[config.mk]
export PLATFORM = sky130hd
export DESIGN_NAME = div_unit_flat
export DESIGN_NICKNAME = d
export VERILOG_FILES = /design/src/rtl/div_unit_if.sv /design/src/rtl/div_unit.sv /design/src/flat_wrapper.sv
export SDC_FILE = /design/constraint.sdc
export NUM_CORES = 1
export LEC_CHECK = 0
export CORE_MARGIN = 8
export CORE_UTILIZATION = 41
export CTS_CLUSTER_SIZE = 30
export DETAILED_ROUTE_END_ITERATION = 10
export GPL_TIMING_DRIVEN = 0
export PLACE_DENSITY = 0.72
export SLEW_MARGIN = 25
export SYNTH_ARGS = -nofsm -noshare
export SYNTH_HDL_FRONTEND = slang
export SYNTH_SLANG_ARGS = --single-unit
export TNS_END_PERCENT = 10
[constraint.sdc]
create_clock -name clk -period 3.35 [get_ports clk]
set_input_delay 0.5025 -clock clk [delete_from_list [all_inputs] [get_ports clk]]
set_output_delay 0.5025 -clock clk [all_outputs]
set_load 0.1 [all_outputs]
[src/rtl/div_unit_if.sv]
`default_nettype none
// ============================================================================
//  Module      : div_unit_if
//  Description : Operand/result bundle between the control FSM and the
//                sequential divider. master = requester, slave = divider.
//  Revision    : 1.0 - initial release
// ============================================================================
interface div_unit_if #(
  parameter int WIDTH = 32
);
  logic             start;
  logic [WIDTH-1:0] dividend;
  logic [WIDTH-1:0] divisor;
  logic             busy;
  logic             done;
  logic             div0;
  logic [WIDTH-1:0] hi;
  logic [WIDTH-1:0] lo;

  modport master (
    output start, dividend, divisor,
    input  busy, done, div0, hi, lo
  );

  modport slave (
    input  start, dividend, divisor,
    output busy, done, div0, hi, lo
  );
endinterface
`default_nettype wire

[src/rtl/div_unit.sv]
`default_nettype none
// ============================================================================
//  Module      : div_unit
//  Description : Sequential signed divider (MIPS DIV semantics). Radix-2
//                restoring on operand magnitudes, one quotient bit per clock,
//                followed by a sign-fix cycle. lo = quotient, hi = remainder.
//  Revision    : 1.0 - initial release
// ============================================================================
module div_unit #(
  parameter int WIDTH = 32
) (
  input  logic       clk,
  input  logic       reset,
  div_unit_if.slave  bus
);

  localparam int CW = $clog2(WIDTH);
  localparam logic [CW-1:0] LAST_COUNT = CW'(WIDTH - 1);

  typedef enum logic [1:0] {
    IDLE = 2'd0,
    RUN  = 2'd1,
    FIX  = 2'd2
  } state_t;

  state_t           r_state;
  logic             r_busy;
  logic             r_done;
  logic             r_div0;
  logic [WIDTH-1:0] r_hi;
  logic [WIDTH-1:0] r_lo;
  logic [WIDTH-1:0] r_rem;
  logic [WIDTH-1:0] r_q;
  logic [WIDTH-1:0] r_dvsr;
  logic [CW-1:0]    r_count;
  logic             r_sign_q;
  logic             r_sign_r;

  logic [WIDTH-1:0] w_a_mag;
  logic [WIDTH-1:0] w_b_mag;
  logic [WIDTH:0]   w_trial;
  logic [WIDTH:0]   w_diff;
  logic             w_ge;
  logic [WIDTH-1:0] w_rem_next;
  logic [WIDTH-1:0] w_q_next;

  // Operand magnitudes; the most negative value maps onto itself, which is
  // exactly its magnitude when read as unsigned.
  always_comb begin
    w_a_mag = bus.dividend[WIDTH-1] ? -bus.dividend : bus.dividend;
    w_b_mag = bus.divisor[WIDTH-1]  ? -bus.divisor  : bus.divisor;
  end

  // One restoring step: shift in the next dividend bit, subtract if it fits.
  // The extra top bit makes the borrow of the trial subtraction the compare.
  always_comb begin
    w_trial    = {r_rem, r_q[WIDTH-1]};
    w_diff     = w_trial - {1'b0, r_dvsr};
    w_ge       = ~w_diff[WIDTH];
    w_rem_next = w_ge ? w_diff[WIDTH-1:0] : w_trial[WIDTH-1:0];
    w_q_next   = {r_q[WIDTH-2:0], w_ge};
  end

  // Control FSM and datapath registers; all outputs are registered here.
  always_ff @(posedge clk or negedge reset) begin
    if (!reset) begin
      r_state  <= IDLE;
      r_busy   <= 1'b0;
      r_done   <= 1'b0;
      r_div0   <= 1'b0;
      r_hi     <= '0;
      r_lo     <= '0;
      r_rem    <= '0;
      r_q      <= '0;
      r_dvsr   <= '0;
      r_count  <= '0;
      r_sign_q <= 1'b0;
      r_sign_r <= 1'b0;
    end else begin
      case (r_state)
        IDLE: begin
          r_done <= 1'b0;
          r_div0 <= 1'b0;
          if (bus.start) begin
            if (bus.divisor == '0) begin
              // Divide by zero: flag it immediately, results untouched.
              r_done <= 1'b1;
              r_div0 <= 1'b1;
            end else begin
              r_sign_q <= bus.dividend[WIDTH-1] ^ bus.divisor[WIDTH-1];
              r_sign_r <= bus.dividend[WIDTH-1];
              r_q      <= w_a_mag;
              r_dvsr   <= w_b_mag;
              r_rem    <= '0;
              r_count  <= LAST_COUNT;
              r_busy   <= 1'b1;
              r_state  <= RUN;
            end
          end
        end
        RUN: begin
          r_rem <= w_rem_next;
          r_q   <= w_q_next;
          if (r_count == '0) begin
            r_state <= FIX;
          end else begin
            r_count <= r_count - CW'(1);
          end
        end
        FIX: begin
          r_lo    <= r_sign_q ? -r_q   : r_q;
          r_hi    <= r_sign_r ? -r_rem : r_rem;
          r_done  <= 1'b1;
          r_busy  <= 1'b0;
          r_state <= IDLE;
        end
        default: begin
          r_state <= IDLE;
        end
      endcase
    end
  end

  assign bus.busy = r_busy;
  assign bus.done = r_done;
  assign bus.div0 = r_div0;
  assign bus.hi   = r_hi;
  assign bus.lo   = r_lo;

endmodule
`default_nettype wire

[src/flat_wrapper.sv]
// flat-port wrapper written by rule: the top's interface ports become plain ports
module div_unit_flat 
#(
  parameter int WIDTH = 32
)
  (clk, reset, bus_start, bus_dividend, bus_divisor, bus_busy, bus_done, bus_div0, bus_hi, bus_lo);
  div_unit_if #(.WIDTH(WIDTH)) bus_i ();
  input  logic clk;
  input  logic reset;
  input wire logic [$bits(bus_i.start)-1:0] bus_start;
  input wire logic [$bits(bus_i.dividend)-1:0] bus_dividend;
  input wire logic [$bits(bus_i.divisor)-1:0] bus_divisor;
  output wire logic [$bits(bus_i.busy)-1:0] bus_busy;
  output wire logic [$bits(bus_i.done)-1:0] bus_done;
  output wire logic [$bits(bus_i.div0)-1:0] bus_div0;
  output wire logic [$bits(bus_i.hi)-1:0] bus_hi;
  output wire logic [$bits(bus_i.lo)-1:0] bus_lo;
  assign bus_i.start = bus_start;
  assign bus_i.dividend = bus_dividend;
  assign bus_i.divisor = bus_divisor;
  assign bus_busy = bus_i.busy;
  assign bus_done = bus_i.done;
  assign bus_div0 = bus_i.div0;
  assign bus_hi = bus_i.hi;
  assign bus_lo = bus_i.lo;
  div_unit #(.WIDTH(WIDTH)) u_core (.clk(clk), .reset(reset), .bus(bus_i));
endmodule
Word-level counts from Yosys, hierarchy flattened
Index checks and enable logic that the tools add are counted.
{ "op_classes": {"muxes": 25, "eq_ne": 6, "addsub": 6, "reduce_logical": 10, "n_bitwise": 3} }
{ "op_table": {"columns": ["op", "count"], "rows": [
  ["two-way mux 32 bit", 9],
  ["negation 32 bit", 4],
  ["one-hot mux 32 bit (2 select lines)", 2],
  ["subtractor 33 x 32 -> 33 bit", 1],
  ["zero test 32 bit", 1],
  ["two-way mux 5 bit", 3],
  ["AND reduction 3 bit", 4],
  ["one-hot mux 5 bit (2 select lines)", 1],
  ["two-way mux 2 bit", 3],
  ["!= test 2 bit (second input constant)", 3],
  ["zero test 5 bit", 1],
  ["subtractor 5 x 1 -> 5 bit (second input constant)", 1],
  ["two-way mux 1 bit", 4],
  ["one-hot mux 1 bit (2 select lines)", 2],
  ["one-hot mux 2 bit (2 select lines)", 1],
  ["AND reduction 4 bit", 1],
  ["nonzero test 2 bit", 2],
  ["equality test 2 x 1 -> 1 bit (second input constant)", 1],
  ["equality test 2 bit (second input constant)", 1],
  ["zero test 2 bit", 1],
  ["!= test 2 x 1 -> 1 bit (second input constant)", 1],
  ["inverter 1 bit", 2],
  ["XOR 1 bit", 1]
]} }
{ "totals": {"wordCells": 62, "ff_bits": 172, "output_inout_bits": 67} }

Longest topological paths before layout
Gate-level depths: netlist (run 1).
{ "depth": {"word_depth": 5, "depth_mapped": 14, "mapped_depth_nobuf": 12} }

Worst setup path after synthesis (run 1)
Ideal clock, no wire load.
{ "synth_timing": {"path_kind": "reg2reg", "from": "register u_core.r_q[31]", "to": "register u_core.r_rem[26]", "t_arrival_ns": 3.124, "path_buffers": 0, "setup_ns": 0.066, "path_stages_with_launch": 13, "slack_ns": 0.159, "t_required_ns": 3.284, "path_cell_list": "dfrtp_1 inv_1 ha_1 fa_1 nand2b_1 a21oi_1 o21ai_0 a211o_1 a21oi_1 o311ai_2 nor3_1 o2111a_1 a221o_1"} }
{ "synth_between": {"elab_chain_len": 3} }
{ "synth_rtl": {"columns": ["element", "line_no", "rtl"], "rows": [
  ["from (decl)", "div_unit.sv:33", "logic [WIDTH-1:0] r_q;"],
  ["from (signal assigned)", "div_unit.sv:92", "r_q <= w_a_mag;"],
  ["from (signal assigned)", "div_unit.sv:103", "r_q <= w_q_next;"],
  ["subtractor 33 x 32 -> 33 bit", "div_unit.sv:58", "w_diff = w_trial - {1'b0, r_dvsr};"],
  ["two-way mux 32 bit", "div_unit.sv:60", "w_rem_next = w_ge ? w_diff[WIDTH-1:0] : w_trial[WIDTH-1:0];"],
  ["one-hot mux 32 bit (2 select lines)", "div_unit.sv:80", "case (r_state)"],
  ["to (signal assigned)", "div_unit.sv:102", "r_rem <= w_rem_next;"],
  ["to (decl)", "div_unit.sv:32", "logic [WIDTH-1:0] r_rem;"]
]} }
No other way between the ends.
A chain may end at the register's enable or synchronous reset.

Worst setup path after layout (run 1)
{ "layout_timing": {"from": "register u_core.r_rem[14]", "to": "register u_core.r_rem[26]"} }
{ "layout_between": {"elab_chain_len": 3} }
{ "layout_rtl": {"columns": ["element", "line_no"], "rows": [
  ["subtractor 33 x 32 -> 33 bit", "div_unit.sv:58"],
  ["two-way mux 32 bit", "div_unit.sv:60"],
  ["one-hot mux 32 bit (2 select lines)", "div_unit.sv:80"]
]} }
No other way between the ends.

==> qor.csv, run 1 <==
metric,value,unit
antenna-violating nets left,0,
GRT met3 Usage,3.69,%
fin crit period,3.28,ns
Worst Skew,0.0134,ns
worst path buffer plus inverter count,1,
status,finished clean,
Comb power frac,60.3,%
setup TNS,0,ns
relative slew slack,31.5,%
CP max-delay cell,dfrtp_1,
die area,32800,sq um
Sequential Power Share,26.2,%
Placeable Area,26900,sq um
met1 GRT Util,26.9,%
Clock Latency Late Sink,0.44,ns
gr usage total,19.8,%
Worst VDD drop,0.000504,V
sw frac,49.1,%
CTS max path bufs,2,
Setup Slack @ Placement,-0.612,ns
Final Hold Fails,0,
CP Max Fanout,10,
placed instance count,1783,
sequential cell area fraction in the yosys report,38.5,%
NetSw,7.20,mW
Cells after Synth,1307,
CTS tree,done,
DR vias,10200,
max-cap violations,0,
drt wl/cell,17.8,um
CP top delay family,compound AO/OA/AOI/OAI gates,
Site Rows,60,
Post-synth ARST share,100,%
Die Wd,181,um
clock sinks,172,
Final Hold Slack,0.0674,ns
vias per inst,5.59,
"Avg Cell Area, Syn",8.54,sq um
DR iter-0 viols,791,
number of synthesized flops with an enable pin,0,
Final Cycle Share,97.8,%
# DRC,0,
leading area contributor after synthesis,dfrtp_1,
Port Buf Inserts,133,
P_int,7.47,mW
RSZ-0062 raised after global routing,true,
final core occ,51.2,%
GR Util met2,30.7,%
fmax,305,MHz
Most used DFF post-synth,dfrtp_1,
"commonest non-fill, non-tap cell in the layout",nand2_1,
hpwl dp,25.1,mm
Worst Hold Class,in -> async,
Initial Utilization,41.6,%
P&R area growth vs syn,23.1,%
Syn Nets,1413,
Pre-antenna DRT Iters,5,
"Warnings, synthesis",0,
Mapped Area,11200,sq um
Pwr Density,1070,nW/um^2
Clock H-tree levels,4,
Netlist cell types,68,
Crit path largest cell delay,0.59,ns
final setup vio count,0,
number of global-route vias before repair,9976,
top post-synthesis cells by area,"dfrtp_1, o21ai_0, nand2_1",
Clock power frac,13.5,%
layout cells sized above 1,6.44,%
final setup margin,0.0729,ns
Worst setup EP type,register,
crit start category,register,
Worst Path Arrival,3.65,ns
grt ovf,0,
Non-Filler Instances,1818,
WS Path Type,reg -> reg,
gr busiest metal,met2,
worst-margin pin slew,1.02,ns
Slew Limit Fails,0,
WL final,32.4,mm
die height,181,um
Num CTS Buffers,17,
Clock Pin Slew Worst Setup and Hold Paths,0.07,ns
"commonest cells after routing, fill and taps aside","nand2_1, o21ai_0, dfrtp_1",
post-synth top area share,38.5,%
Synth Register Bits,172,
hold buffers post-CTS,0,
Static Leak,5.77,nW
first-pass GRT wire length,52.8,mm
initial antenna violation count,1,
CP Data Required Time,3.72,ns
crit path cell chain,ha_1 -> clkbuf_1 -> a21oi_1 -> nand2_1 -> nor2_1 -> a21oi_4 -> o311a_4 -> nor3_4 -> o2111a_1 -> a221o_1,
routability cong.,0.928,
Top Ports,134,
clock root buffer,clkbuf_16,
nets@finish,1570,
largest net degree at the start of global routing,94,
==> sequential cells by signal, summed over array words and instances, names as in the netlist <==
name,flops
u_core.r_dvsr,32
u_core.r_q,32
u_core.r_count,5
u_core.bus.hi,32
u_core.r_state,2
u_core.r_rem,32
u_core.r_sign_r,1
u_core.bus.lo,32
u_core.r_sign_q,1
u_core.bus.div0,1
u_core.bus.busy,1
u_core.bus.done,1
==> kinds of logic (layout without fill, tap and decap cells) <==
logic type,after synthesis,after routing,synth area share [%]
XOR/XNOR,147,147,11.5
AO/OA/AOI/OAI,404,404,22.3
buffers and inverters,120,289,4.44
adder cells (fa/ha/maj),39,39,4.44
other,0,1,0
flip-flops,172,172,38.5
AND/OR/NAND/NOR,399,399,16.4
multiplexers,26,26,2.35
==> area by class of cell <==
type / instances / area, sq um
Tap cell: 341 / 427
Fill cell: 2480 / 13100
Multi-Input combinational cell: 1015 / 6500
Sequential cell: 172 / 4310
Timing Repair Buffer: 139 / 1420
Antenna cell: 1 / 2.50
Clock inverter: 13 / 131
Buffer: 62 / 303
Inverter: 57 / 214
Clock buffer: 18 / 439
==> routing by layer <==
layer	part of all wire, %	vias up	wire, um
met2	45	330	14600
li1	-	4969	-
met1	46	4803	15000
met4	2.6	0	833
met5	0	-	0
met3	6.2	54	2020
==> repair_timing <==
action                                  4_1_cts  5_1_grt
pin swaps                                     1        4
endpoints found under the setup margin       94       98
resized for setup                            12       21
setup buffers                                 2        2
==> power groups by stage <==
| stage | Combinational [mW] | Sequential (mW) | Clock, mW |
|---|---|---|---|
| 6_report | 8.84 | 3.85 | 1.97 |
| 5_1_grt | 9.74 | 3.93 | 2.07 |
| 4_1_cts | 8.70 | 3.78 | 1.99 |
| 3_5_place_dp | 8.49 | 3.82 | 0 |
| 3_3_place_gp | 8.39 | 3.78 | 0 |
| 2_1_floorplan | 5.69 | 4.42 | 0 |
==> final timing paths <==
kind                                  start  cells after the start  slack [ns]                 to
max                        u_core.r_rem[14]                     10        0.07   u_core.r_rem[26]
min                                   reset                      2        0.07  u_core.r_count[1]
max reg2reg                u_core.r_rem[14]                     10        0.07   u_core.r_rem[26]
min reg2reg                u_core.bus.hi[1]                      2        0.48   u_core.bus.hi[1]
max in group asynchronous             reset                      3        2.50   u_core.bus.hi[6]
min in group clk           u_core.bus.hi[1]                      2        0.48   u_core.bus.hi[1]
==> synth_stat cells, drive strengths merged (14+ instances only) <==
master,instances
buf,25
a21o,16
dfrtp,172
nor3,33
ha,38
o41ai,20
or4,14
o31ai,34
a21oi,72
mux2i,24
inv,57
clkbuf,38
xor2,85
o21ai,183
nor2,60
or3,19
xnor2,62
nand2,206
==> through the flow <==
stage               area (sq um)  power [mW]
floorplan                  11200        10.1
global placement           12900        12.2
detailed placement         13000        12.3
CTS                        13600        14.5
global route               13700        15.7
finish                     13700        14.7
No activity file was read; power rests on OpenSTA's default activity.
==> inputs of run 2 (changes only) <==
Settings changed: REMOVE_ABC_BUFFERS from default to 1.
==> run 2 against run 1 <==
- clock-buffer cell count fell by 1
- largest power group unchanged
- global-route usage fell by 1.4 points
- highest routed layer unchanged
- via count fell by 3.5%
- clock skew rose by 0.0013 ns
- sequential share of layout area fell by 0.081 points
- first-iteration DRC count fell by 12%
- core utilization rose by 0.16 points
- final cell count fell by 2.1%
- critical path depth did not move
- fmax rose by 1.7%
- largest cell class unchanged
- clock power rose by 3%
- combinational power barely moved
- critical path type is now in -> reg
==> qor.csv, run 2 (same netlist as run 1, synthesis figures left out) <==
metric,value,unit
status,finished clean,
WS Path Type,in -> reg,
clock root buffer,clkbuf_16,
largest net degree at the start of global routing,83,
CP Max Fanout,37,
layout cells sized above 1,7.58,%
grt ovf,0,
"commonest non-fill, non-tap cell in the layout",nand2_1,
P&R area growth vs syn,23.5,%
"commonest cells after routing, fill and taps aside","nand2_1, o21ai_0, dfrtp_1",
# DRC,0,
crit path cell chain,clkdlybuf4s50_1 -> inv_1 -> ha_2 -> nor3b_4 -> nand4_1 -> or4b_4 -> o21ai_4 -> buf_12 -> nand2b_4 -> mux2_2,
setup TNS,0,ns
Clock Latency Late Sink,0.44,ns
first-pass GRT wire length,49.4,mm
Final Hold Fails,0,
Worst Skew,0.0147,ns
final setup vio count,0,
filler cell count,2499,
nets@finish,1531,
Non-Filler Instances,1779,
Clock Pin Slew Worst Setup and Hold Paths,0.07,ns
Worst Path Arrival,3.54,ns
die area,32800,sq um
Worst setup EP type,register,
gr usage total,18.4,%
Slew Limit Fails,0,
ant diodes,0,
max-cap violations,0,
drt wl/cell,17.3,um
fmax,310,MHz
CP Data Required Time,3.67,ns
Site Rows,60,
Crit path largest cell delay,0.65,ns
fin crit period,3.22,ns
number of global-route vias before repair,9347,
Die Wd,181,um
DR iter-0 viols,695,
Static Leak,5.81,nW
Num CTS Buffers,17,
die height,181,um
CTS tree,done,
CTS max path bufs,2,
WL final,30.8,mm
relative slew slack,29.5,%
RSZ-0062 raised after global routing,true,
Worst VDD drop,0.000480,V
initial antenna violation count,0,
Initial Utilization,41.6,%
DR vias,9805,
routability cong.,0.901,
placed instance count,1723,
hpwl dp,22.0,mm
Pwr Density,1070,nW/um^2
Top Ports,134,
worst-margin pin slew,1.05,ns
clock sinks,172,
Placeable Area,26900,sq um
Clock H-tree levels,4,
Worst Hold Class,in -> reg,
vias per inst,5.51,
antenna-violating nets left,0,
CP max-delay cell,or4b_4,
crit start category,input pin,
Pre-antenna DRT Iters,4,
Final Cycle Share,96.2,%
Port Buf Inserts,133,
[run 2: report_power, final]
| group | switching, mW | total, mW | leakage (nW) | internal (mW) |
|---|---|---|---|---|
| clock | 0.958 | 2.02 | 0.286 | 1.07 |
| combinational | 5.17 | 8.86 | 3.48 | 3.68 |
| sequential | 1.06 | 3.93 | 2.04 | 2.87 |
[run 2: cell type report]
type                       count  area (sq um)  share of cell area [%]
sequential                   172          4310                    31.2
clock buffer                  17           425                    3.08
timing repair buffer         159          1660                    12.0
clock inverter                15           178                    1.29
multi-input combinational   1018          6580                    47.7
inverter                      57           214                    1.55
tap                          341           427                    3.09
[run 2: path summary, 6_finish.rpt]
kind                                         from           endpoint  slack [ns]  cells past startpoint
worst min register to register  u_core.bus.hi[21]  u_core.bus.hi[21]        0.48                      2
min in group asynchronous                   reset   u_core.bus.lo[2]        0.54                      2
worst max register to register   u_core.r_rem[23]      u_core.r_q[0]        0.17                     11
worst max-delay path               bus_divisor[0]    u_core.r_sign_r        0.13                     10
worst min-delay path               bus_divisor[1]   u_core.r_dvsr[1]        0.46                      3
max in group asynchronous                   reset   u_core.r_rem[24]        1.80                      4
[run 2: through the flow]
step | util (%) | hold slack (ns) | power [mW] | instance area, sq um | worst slack, ns
floorplan | - | 0.207 | 10.0 | 10900 | -0.957
global placement | 47.0 | 0.460 | 11.9 | 12600 | -5.29
detailed placement | 47.7 | 0.430 | 12.2 | 12800 | -1.39
CTS | 50.5 | 0.485 | 14.5 | 13600 | -0.0421
global route | 51.3 | 0.499 | 15.9 | 13800 | -0.00172
finish | 51.3 | 0.465 | 14.8 | 13800 | 0.129
[run 2: critical path: cells and delay by family]
kind	cells	cell delay (ns)
buf+inv	3	0.68
fa+ha+maj	1	0.19
compound gates	1	0.25
mux	1	0.38
simple gates	4	1.52
[run 2: routing by layer]
layer	part of all wire, %	GRT usage, %	wire, um
met5	0	0	0
met4	2.0	5.21	630
met3	4.9	3.97	1500
met2	45	28.5	13900
met1	48	25.4	14700
[run 2: timing repair]
action | CTS | global route
hold endpoints to repair | 46 | 0
gates cloned | 2 | 4
resized for setup | 16 | 19
hold buffers | 1 | 0
pin swaps | 4 | 10
endpoints found under the setup margin | 105 | 85
buffers inserted | 6 | 11
==> inputs of run 3 (changes only) <==
Settings changed: PLACE_DENSITY 0.72 to 0.7, REMOVE_ABC_BUFFERS 1 to default.
Clock period 3.35 ns to 3.4 ns, I/O delays scaled along.
==> run 3 against run 2 <==
- first-iteration DRC count increased by 3.7%
- critical path depth increased by 3
- clock skew decreased by 0.0052 ns
- worst setup slack got worse by 0.019 ns
- register-to-register slack got worse by 0.06 ns
- wire length increased by 4.4%
- clock-buffer cell count unchanged
- critical path type is now reg -> reg
- core utilization about the same
- worst hold slack improved by 0.017 ns
- final cell count increased by 2.5%
==> qor.csv, run 3 (same netlist as run 1, synthesis figures left out) <==
metric,value,unit
grt ovf,0,
P_int,7.53,mW
clock root buffer,clkbuf_16,
Worst R2R Setup Slack,0.11,ns
Worst Skew,0.00950,ns
nets@finish,1576,
P&R area growth vs syn,23.5,%
crit start category,register,
setup TNS,0,ns
hpwl dp,25.2,mm
total power,14.6,mW
sw frac,48.6,%
Comb power frac,60.7,%
Non-Filler Instances,1823,
layout cells sized above 1,6.75,%
Num CTS Buffers,17,
WS Path Type,reg -> reg,
final core occ,51.3,%
antenna-violating nets left,0,
fmax,304,MHz
WL final,32.1,mm
status,finished clean,
CTS max path bufs,2,
NetSw,7.12,mW
max-cap violations,0,
first-pass GRT wire length,52.1,mm
Clock Pin Slew Worst Setup and Hold Paths,0.07,ns
Die Wd,181,um
fin crit period,3.29,ns
Worst Hold Class,reg -> reg,
drt wl/cell,17.6,um
final setup vio count,0,
Worst Path Arrival,3.57,ns
vias per inst,5.59,
filler cell count,2495,
Clock H-tree levels,4,
Final Cycle Share,96.8,%
Initial Utilization,41.6,%
Sequential Power Share,25.7,%
Worst setup EP type,register,
# DRC,0,
"commonest cells after routing, fill and taps aside","nand2_1, o21ai_0, dfrtp_1",
Placeable Area,26900,sq um
clock sinks,172,
gr usage total,19.4,%
Port Buf Inserts,133,
"commonest non-fill, non-tap cell in the layout",nand2_1,
DR vias,10200,
routability cong.,0.959,
CP top delay family,compound AO/OA/AOI/OAI gates,
die area,32800,sq um
Site Rows,60,
Worst VDD drop,0.000521,V
initial antenna violation count,0,
Top Ports,134,
Pwr Density,1060,nW/um^2
die height,181,um
CTS tree,done,
placed instance count,1783,
Clock Latency Late Sink,0.44,ns
crit path cell chain,ha_1 -> fa_2 -> nand2b_1 -> a21oi_2 -> o21ai_1 -> a211o_1 -> a21oi_4 -> o311ai_4 -> buf_4 -> nor2_4 -> buf_4 -> mux2i_1 -> o21ai_0,
DR iter-0 viols,721,
CP Data Required Time,3.68,ns
Final Hold Fails,0,
Slew Limit Fails,0,
Crit path largest cell delay,0.43,ns
"most used cell, CP",buf_4,
largest net degree at the start of global routing,62,
Static Leak,5.80,nW
worst-margin pin slew,1.02,ns
Pre-antenna DRT Iters,6,
number of global-route vias before repair,9940,
CP Max Fanout,5,
relative slew slack,31.6,%
CP max-delay cell,dfrtp_1,
ant diodes,0,
worst path buffer plus inverter count,2,
Clock power frac,13.6,%
-- run 3: cell count changes in the layout (fill, tap and decap cells not counted), moves of 3 or more --
cell,change
buf_6,-3
clkdlybuf4s50_1,+3
inv_6,+3
clkinv_8,-3
nand2b_4,-3
buf_2,+8
nand2b_1,+3
clkbuf_1,+37
buf_1,+3
-- run 3: path summary, 6_finish.rpt --
| kind | startpoint | endpoint | cells after the start |
|---|---|---|---|
| min reg2reg | u_core.bus.lo[5] | u_core.bus.lo[5] | 2 |
| min | u_core.bus.lo[5] | u_core.bus.lo[5] | 2 |
| max | u_core.r_dvsr[0] | u_core.r_rem[20] | 13 |
| max reg2reg | u_core.r_dvsr[0] | u_core.r_rem[20] | 13 |
| min in group asynchronous | reset | u_core.bus.lo[4] | 2 |
| max in group asynchronous | reset | u_core.r_rem[0] | 3 |
-- run 3: cell type report --
| class | count | area [sq um] | area share (%) |
|---|---|---|---|
| Buffer | 62 | 304 | 2.20 |
| Clock buffer | 17 | 425 | 3.09 |
| Clock inverter | 14 | 156 | 1.13 |
| Inverter | 57 | 214 | 1.55 |
| Multi-Input combinational cell | 1015 | 6490 | 47.0 |
| Sequential cell | 172 | 4310 | 31.2 |
| Tap cell | 341 | 427 | 3.09 |
| Timing Repair Buffer | 145 | 1470 | 10.7 |
-- run 3: repair_timing --
item                                    4_1_cts  5_1_grt
endpoints found under the hold margin         3        0
endpoints found under the setup margin       91       95
buffers inserted                              4        5
gates resized for setup                      12       20
hold buffers                                  1        0
pin swaps                                     2        9
-- run 3: metal layers --
layer	share of wire, %	track usage [%]	up-vias
li1	-	-	4978
met1	46	26.2	4859
met2	45	30.4	318
met3	6.9	4.33	38
met4	2.0	6.36	0
met5	0	0	-
-- run 3: worst reg2reg max path: stages, from the launching register on --
cell and delay, ns:
dfrtp_1 0.43, ha_1 0.25, fa_2 0.36, nand2b_1 0.19
a21oi_2 0.21, o21ai_1 0.12, a211o_1 0.34, a21oi_4 0.22
o311ai_4 0.10, buf_4 0.18, nor2_4 0.24, buf_4 0.21
mux2i_1 0.18, o21ai_0 0.10
-- run 3: power groups by stage --
stage               sequential, mW  clock (mW)  combinational [mW]
global placement              3.72           0                8.24
finish                        3.77        1.99                8.89
floorplan                     4.35           0                5.61
CTS                           3.72        2.01                8.64
global route                  3.86        2.09                9.73
detailed placement            3.76           0                8.38
-- run 3: stage by stage --
step | cell area (sq um) | hold WS, ns | setup slack [ns]
floorplan | 11200 | 0.214 | 0.209
global placement | 12900 | 0.463 | -5.20
detailed placement | 13000 | 0.456 | -0.620
CTS | 13700 | 0.486 | 0.0170
global route | 13800 | 0.502 | -0.0169
finish | 13800 | 0.481 | 0.110
